**config.mk**
```make
export PLATFORM = sky130hd
export DESIGN_NAME = imm_instr_encoder
export DESIGN_NICKNAME = d
export VERILOG_FILES = /design/src/rtl/imm_instr_encoder.sv
export SDC_FILE = /design/constraint.sdc
export NUM_CORES = 1
export LEC_CHECK = 0
export CORE_MARGIN = 2
export CORE_UTILIZATION = 43
export CTS_CLUSTER_DIAMETER = 40
export DETAILED_ROUTE_END_ITERATION = 8
export DONT_BUFFER_PORTS = 1
export PLACE_DENSITY = 0.7
export SLEW_MARGIN = 0
export SYNTH_ARGS = -nofsm -noshare
export SYNTH_HDL_FRONTEND = slang
export SYNTH_SLANG_ARGS = --single-unit
```
**constraint.sdc**
```tcl
create_clock -name clk -period 5.2 [get_ports clk]
set_clock_uncertainty 0.2 [all_clocks]
set_input_delay 1.04 -clock clk [delete_from_list [all_inputs] [get_ports clk]]
set_output_delay 1.04 -clock clk [all_outputs]
set_load 0.1 [all_outputs]
```
**src/rtl/imm_instr_encoder.sv**
```systemverilog
// Streaming RV32I encoder: packs register fields and a signed immediate into an
// instruction word, expanding the LI pseudo-op into LUI + ADDI.
module imm_instr_encoder #(
  parameter int CHECK_RANGE = 1
) (
  input  logic        clk,
  input  logic        reset,
  input  logic        in_valid_i,
  output logic        in_ready_o,
  input  logic        li_i,
  input  logic [6:0]  op_i,
  input  logic [4:0]  rd_i,
  input  logic [4:0]  rs1_i,
  input  logic [4:0]  rs2_i,
  input  logic [2:0]  funct3_i,
  input  logic [31:0] imm_i,
  output logic        out_valid_o,
  input  logic        out_ready_i,
  output logic [31:0] instr_o,
  output logic        last_o,
  output logic        err_o
);

  typedef enum logic [1:0] {S_IDLE, S_HOLD, S_HOLD_HI} state_t;

  state_t             r_state;
  state_t             w_state_nxt;
  logic               r_valid;
  logic [31:0]        r_instr;
  logic               r_last;
  logic               r_err;
  logic [31:0]        r_addi;

  logic               w_accept;
  logic               w_take;
  logic signed [31:0] w_imm;
  logic [11:0]        w_lo;
  logic [19:0]        w_hi;
  logic [31:0]        w_word1;
  logic [31:0]        w_word2;
  logic               w_last1;
  logic               w_err1;
  logic               w_two;

  // True when v is representable as a two's-complement value of the given width.
  function automatic logic fits_signed(input logic signed [31:0] v, input int unsigned bits);
    logic signed [31:0] t;
    t = v >>> (bits - 1);
    return (t == 32'sd0) || (t == -32'sd1);
  endfunction

  assign w_imm    = imm_i;
  assign w_lo     = imm_i[11:0];
  assign w_hi     = imm_i[31:12] + {19'd0, imm_i[11]};
  assign w_take   = r_valid & out_ready_i;
  assign in_ready_o = !reset & (!r_valid | (out_ready_i & r_last));
  assign w_accept = in_valid_i & in_ready_o;

  always_comb begin
    w_word1 = 32'h0000_0013;
    w_word2 = 32'h0000_0013;
    w_last1 = 1'b1;
    w_err1  = 1'b0;
    w_two   = 1'b0;
    if (li_i) begin
      // ADDI sign-extends lo, so hi carries imm[11] to compensate.
      if (w_lo == 12'd0) begin
        w_word1 = {w_hi, rd_i, 7'h37};
      end else if (w_hi == 20'd0) begin
        w_word1 = {w_lo, 5'd0, 3'b000, rd_i, 7'h13};
      end else begin
        w_word1 = {w_hi, rd_i, 7'h37};
        w_word2 = {w_lo, rd_i, 3'b000, rd_i, 7'h13};
        w_last1 = 1'b0;
        w_two   = 1'b1;
      end
    end else begin
      case (op_i)
        7'h17, 7'h37: begin
          w_word1 = {imm_i[31:12], rd_i, op_i};
          w_err1  = (imm_i[11:0] != 12'd0);
        end
        7'h13, 7'h03, 7'h67: begin
          w_word1 = {imm_i[11:0], rs1_i, funct3_i, rd_i, op_i};
          w_err1  = !fits_signed(w_imm, 12);
        end
        7'h23: begin
          w_word1 = {imm_i[11:5], rs2_i, rs1_i, funct3_i, imm_i[4:0], op_i};
          w_err1  = !fits_signed(w_imm, 12);
        end
        7'h63: begin
          w_word1 = {imm_i[12], imm_i[10:5], rs2_i, rs1_i, funct3_i,
                     imm_i[4:1], imm_i[11], op_i};
          w_err1  = !fits_signed(w_imm, 13) | imm_i[0];
        end
        7'h6F: begin
          w_word1 = {imm_i[20], imm_i[10:1], imm_i[11], imm_i[19:12], rd_i, op_i};
          w_err1  = !fits_signed(w_imm, 21) | imm_i[0];
        end
        default: w_err1 = 1'b1;
      endcase
    end
  end

  always_comb begin
    w_state_nxt = r_state;
    if (w_accept) begin
      w_state_nxt = w_two ? S_HOLD_HI : S_HOLD;
    end else if (w_take) begin
      w_state_nxt = (r_state == S_HOLD_HI) ? S_HOLD : S_IDLE;
    end
  end

  always_ff @(posedge clk) begin
    if (reset) begin
      r_state <= S_IDLE;
    end else begin
      r_state <= w_state_nxt;
    end
  end

  always_ff @(posedge clk) begin
    if (reset) begin
      r_valid <= 1'b0;
      r_instr <= 32'd0;
      r_last  <= 1'b0;
      r_err   <= 1'b0;
    end else if (w_accept) begin
      r_valid <= 1'b1;
      r_instr <= w_word1;
      r_last  <= w_last1;
      r_err   <= w_err1;
    end else if (w_take) begin
      r_valid <= (r_state == S_HOLD_HI);
      r_instr <= (r_state == S_HOLD_HI) ? r_addi : r_instr;
      r_last  <= 1'b1;
      r_err   <= 1'b0;
    end
  end

  // The queued ADDI half is plain data; it is only ever read from HOLD_HI.
  always_ff @(posedge clk) begin
    if (w_accept) begin
      r_addi <= w_word2;
    end
  end

  assign out_valid_o = r_valid;
  assign instr_o     = r_instr;
  assign last_o      = r_last;
  assign err_o       = (CHECK_RANGE != 0) ? r_err : 1'b0;

endmodule

```
==> Yosys cells after proc, flatten, opt, wreduce, memory -nomap -nowiden <==
Cells that the tools add are included.
{ "word_totals": {"ff_bits": 69, "wordCells": 75} }
{ "op_classes": {"add_sub_neg": 1, "n_eq_ne": 12, "mux": 25, "n_bitwise": 8, "n_reduce_logical": 22} }
{ "ops": {"columns": ["operator", "n"], "rows": [
  ["$mux W32", 6],
  ["$pmux W32 S5", 1],
  ["$logic_not A32 Y1", 3],
  ["$eq A21 B1 Y1 const B", 1],
  ["$eq A7 B7 Y1 const B", 3],
  ["$add A20 B1 Y20", 1],
  ["$eq A20 B1 Y1 const B", 1],
  ["$logic_not A20 Y1", 1],
  ["$eq A7 B5 Y1 const B", 2],
  ["$eq A7 B6 Y1 const B", 2],
  ["$mux W1", 14],
  ["$eq A12 B1 Y1 const B", 1],
  ["$logic_not A12 Y1", 1],
  ["$reduce_bool A12 Y1", 1],
  ["$eq A7 B2 Y1 const B", 1],
  ["$mux W2", 3],
  ["$reduce_or A3 Y1", 2],
  ["$logic_not A1 Y1", 5],
  ["$and A1 B1 Y1", 4],
  ["$pmux W1 S4", 1],
  ["$reduce_bool A2 Y1", 2],
  ["$reduce_or A2 Y1", 2],
  ["$reduce_or A4 Y1", 1],
  ["$logic_or A1 B1 Y1", 3],
  ["4 further kinds", 6]
]} }

==> Logic depth before layout (Yosys ltp) <==
{ "depth": {"word_depth": 7, "depth_mapped": 10} }

==> Least setup slack after synthesis <==
No wires, ideal clock.
{ "synth_path": {"path_type": "input-to-reg", "startpoint": "input imm_i[11]", "endpoint": "register r_addi[22], data pin", "arrival_time_ns": 3.326, "slack_ns": 1.419, "cell_stages": 9, "n_path_buf": 1, "cell_sequence": "ha_1 ha_1 nand3_4 o32a_1 a2111o_1 a2111oi_1 a31oi_1 clkbuf_1 and2_1"} }
{ "synth_between": {"elab_chain_cells": 3, "word_cells_on_any_way": 4, "cone_classes": "add/sub: 1; reduce/logical: 3"} }
{ "synth_rtl": {"columns": ["item", "line_no", "source"], "rows": [
  ["start, declared", "16", "input logic [31:0] imm_i,"],
  ["$add A20 B1 Y20", "54", "assign w_hi = imm_i[31:12] + {19'd0, imm_i[11]};"],
  ["$logic_not A20 Y1", "69", "end else if (w_hi == 20'd0) begin"],
  ["$reduce_or A3 Y1 (no line) (*)", null, null],
  ["end signal, assigned", "144", "r_addi <= w_word2;"],
  ["end, declared", "32", "logic [31:0] r_addi;"]
]} }
Mark *: on every way between the ends. The rest lies on a longest branch, timed or not.
A chain may end at the register's enable or synchronous reset.

==> Worst setup path after layout <==
{ "layout_path": {"startpoint": "input imm_i[11]", "endpoint": "register r_instr[17], in the netlist instr_o[17]"} }
{ "layout_between": {"elab_chain_cells": 6, "word_cells_on_any_way": 7, "cone_classes": "add/sub: 1; mux: 4; reduce/logical: 2"} }
{ "layout_rtl": {"columns": ["item", "line_no", "source"], "rows": [
  ["$add A20 B1 Y20", "54", null],
  ["$logic_not A20 Y1", "69", null],
  ["$mux W32", "69", null],
  ["$mux W32 (*)", "67", "if (w_lo == 12'd0) begin"],
  ["$mux W32 (*)", "65", "if (li_i) begin"],
  ["$mux W32 (*)", "128", "end else if (w_accept) begin"],
  ["end signal, assigned", "130", "r_instr <= w_word1;"],
  ["end signal, assigned", "135", "r_instr <= (r_state == S_HOLD_HI) ? r_addi : r_instr;"],
  ["end, declared", "29", "logic [31:0] r_instr;"]
]} }
Marked as above.

==> results by group <==
Run status
  – Status: finished clean

Routing
  – WL/cell: 22.5 µm
  – Vias/cell: 6.73
  – Post-Route WL: ~12000 µm
  – Via Count: 3545
  – First-pass detailed-route iteration total: 6
  – Initial drt markers: ~380
  – Post-route DRC violation count: 0
  – Antenna-violating nets left: 0

Floorplan
  – Area of the core: a little over 8000 µm²
  – Starting Density: 0.446
  – Die width: 96.8 µm
  – Die area: 9360 µm²
  – Die H: approximately 97 µm
  – Top Ports: 98
  – Std cell rows: 33

Critical path
  – Crit path top cell by count: ha_1
  – Crit. End Element: flip-flop
  – Worst reg2reg path depth: 9
  – Worst-path cell chain: ha_1 > ha_1 > nand3_4 > o32a_1 > a2111o_1 > a2111oi_1 > and4_1 > nand2b_1 > o32ai_1
  – WP data required: ~5200 ps
  – Crit path largest cell delay: just under 600 ps
  – Worst Path Arrival: 3870 ps
  – Worst setup SP type: input port
  – Worst Path Max Fanout: 10
  – Crit Path Category: in -> reg
  – Critical-path top delay cell: and4_1

Logic synthesis
  – Syn_nets: 509
  – Sequential-to-total area share from yosys stat: 0.338
  – Top cells by area, synth: dfxtp_1 20%, edfxtp_1 14%, nor2_1 4.9%, o21ai_0 4.2%, a21oi_1 3.2%
  – Library cells used by synthesis: 72
  – Post-synth EDFFs: 17
  – Largest area contributor in the netlist: dfxtp_1
  – Gate Count Post-Synth: 444
  – Syn avg cell area: 8.33 µm²
  – #FFs+latches synth: 54
  – Post-synthesis async set-or-reset flop share: 0
  – Dominant synthesized flop cell: dfxtp_1
  – Post-Syn Area: between 3000 and 4000 µm²
  – Synthesis warning total: 0
  – Synth top area share: 0.200

Global route
  – Initial antenna violation count: 0
  – Total GRT Usage: 0.247
  – Grt ovf: 0
  – First-pass GRT wire length: about 19000 µm
  – Largest net degree at the start of global routing: 33
  – Vias in the first global route: 3420

Pwr
  – Static leakage: 0.00135 µW
  – Net Switching: 382 µW
  – Flop pwr share: 0.606
  – Internal: ~600 µW
  – Pwr/cell area: approximately 260 nW/µm²
  – Net Sw Frac: 0.383
  – Logic pwr share: 0.136
  – Clock network power share: 0.258
  – Peak VDD IR: 0.125 mV

Cells and area
  – N_diodes: 0
  – Syn-to-layout area delta: 3.01%
  – Layout cells sized above 1: 0.0664
  – Commonest cells after routing, fill and taps aside: 48 x nor2_1, 37 x dfxtp_1, 31 x o21ai_0, 24 x nand2_1, 24 x a21oi_1
  – Most common cell after layout, fill and taps aside: nor2_1
  – Layout Nets: 486
  – Post-layout util: 0.459

CTS
  – CTS tree: built
  – Clk_lat worst skew: 320 ps
  – Clock sink count: 54
  – Clock Path Buffers: 2
  – H-tree Lvls: 2
  – Clock Pin Slew Worst Setup and Hold Paths: 110 ps
  – # hold bufs at CTS: 0
  – Post-CTS Setup Repair Bufs: 0
  – Resized cells post-CTS: 0
  – CTS Buf Count: 5
  – Clock Root Buffer: clkbuf_8

Timing
  – RSZ-0062 raised after global routing: false
  – Final Cycle Share: 0.741
  – Slew HR: 0.311
  – Least-Margin Pin Slew: 1030 ps
  – Final WS setup: about 1300 ps
  – Min cycle time layout: 3850 ps
  – Final hold viol count: 0
  – Setup violations, final: 0
  – Final max-slew violation count: 0
  – TNS Setup: 0 ps
  – Max Clk Rate: 0.260 GHz

Place
  – GPL Wtd Cong: roughly 0.92
  – Pre-CTS setup slack: 1030 ps
  – Dpl hpwl: 8970 µm
  – Port bufs: 0

Flow run
  – Max Cap Viol: 0

Hold path
  – HP Class: reg -> reg
  – WHS Path Cells: 1
-- logic make-up after synthesis --
logic type               after synthesis  synth area share
buffers and inverters                 43            0.0504
flip-flops                            54             0.338
AND/OR/NAND/NOR                      171             0.252
multiplexers                          12            0.0328
XOR/XNOR                              23            0.0544
adder cells (fa/ha/maj)                3            0.0101
AO/OA/AOI/OAI                        138             0.262
-- path summary, 6_finish.rpt --
check                   from     endpoint  slack [ps]
hold / removal    r_state[1]   r_state[1]         310
setup reg to reg      last_o   instr_o[8]        1740
setup / recovery   imm_i[11]  instr_o[17]        1350
hold reg to reg   r_state[1]   r_state[1]         310
-- layout make-up --
cell class              instances  area (µm²)
inverters                       7        26.3
fillers                       818        4490
flip-flops and latches         54        1250
clock inverters                 3        26.3
well taps                     105         131
clock buffers                   5        68.8
multi-input cells             347        2260
repair buffers                  6        45.0
-- registers in the layout, summed over array words and instances (netlist names) --
signal / flops
err_o: 1
out_valid_o: 1
r_state: 2
r_addi: 17
instr_o: 32
last_o: 1
-- power by group through the flow --
stage | Sequential (µW) | Combinational [µW] | Clock, µW
2_1_floorplan | 615 | 119 | 0
3_3_place_gp | 613 | 131 | 0
3_5_place_dp | 613 | 133 | 0
4_1_cts | 604 | 134 | 255
5_1_grt | 607 | 149 | 268
6_report | 604 | 135 | 257
-- cells in the mapped netlist (all sizes together) (4+ instances only) --
cell type	count
a211oi	5
a21oi	24
a222oi	9
a22o	9
a22oi	5
a31oi	6
and2	23
and3	5
and4	6
buf	10
clkbuf	26
dfxtp	37
edfxtp	17
inv	6
mux2i	11
nand2	24
nand2b	9
nand3	9
nand4	7
nor2	48
nor3	14
nor4	8
o211ai	5
o21a	6
o21ai	32
o22ai	5
o32ai	4
or3	4
xnor2	11
xor2	12
-- stage by stage --
stage | instance area, µm² | total power, µW | instances | hold slack [ps]
finish | 3810 | 996 | 527 | 315
global route | 3810 | 1020 | 527 | 350
CTS | 3810 | 993 | 527 | 317
detailed placement | 3720 | 747 | 519 | 291
global placement | 3720 | 744 | 519 | 274
floorplan | 3700 | 734 | 444 | 264
-- critical path, delay by kind of cell --
kind / cells / cell delay (ps)
AOI/OAI and AO/OA: 4 / 1340
adders and majority gates: 2 / 490
and+or+nand+nor: 3 / 1000
-- per-layer routing --
layer | track usage | wire, µm | up-vias
li1 | - | - | 1637
met1 | 0.319 | 4940 | 1709
met2 | 0.393 | 5450 | 184
met3 | 0.0802 | 1260 | 15
met4 | 0.0737 | 216 | 0
met5 | 0 | 0 | -
(Power assumes the default switching activity.)
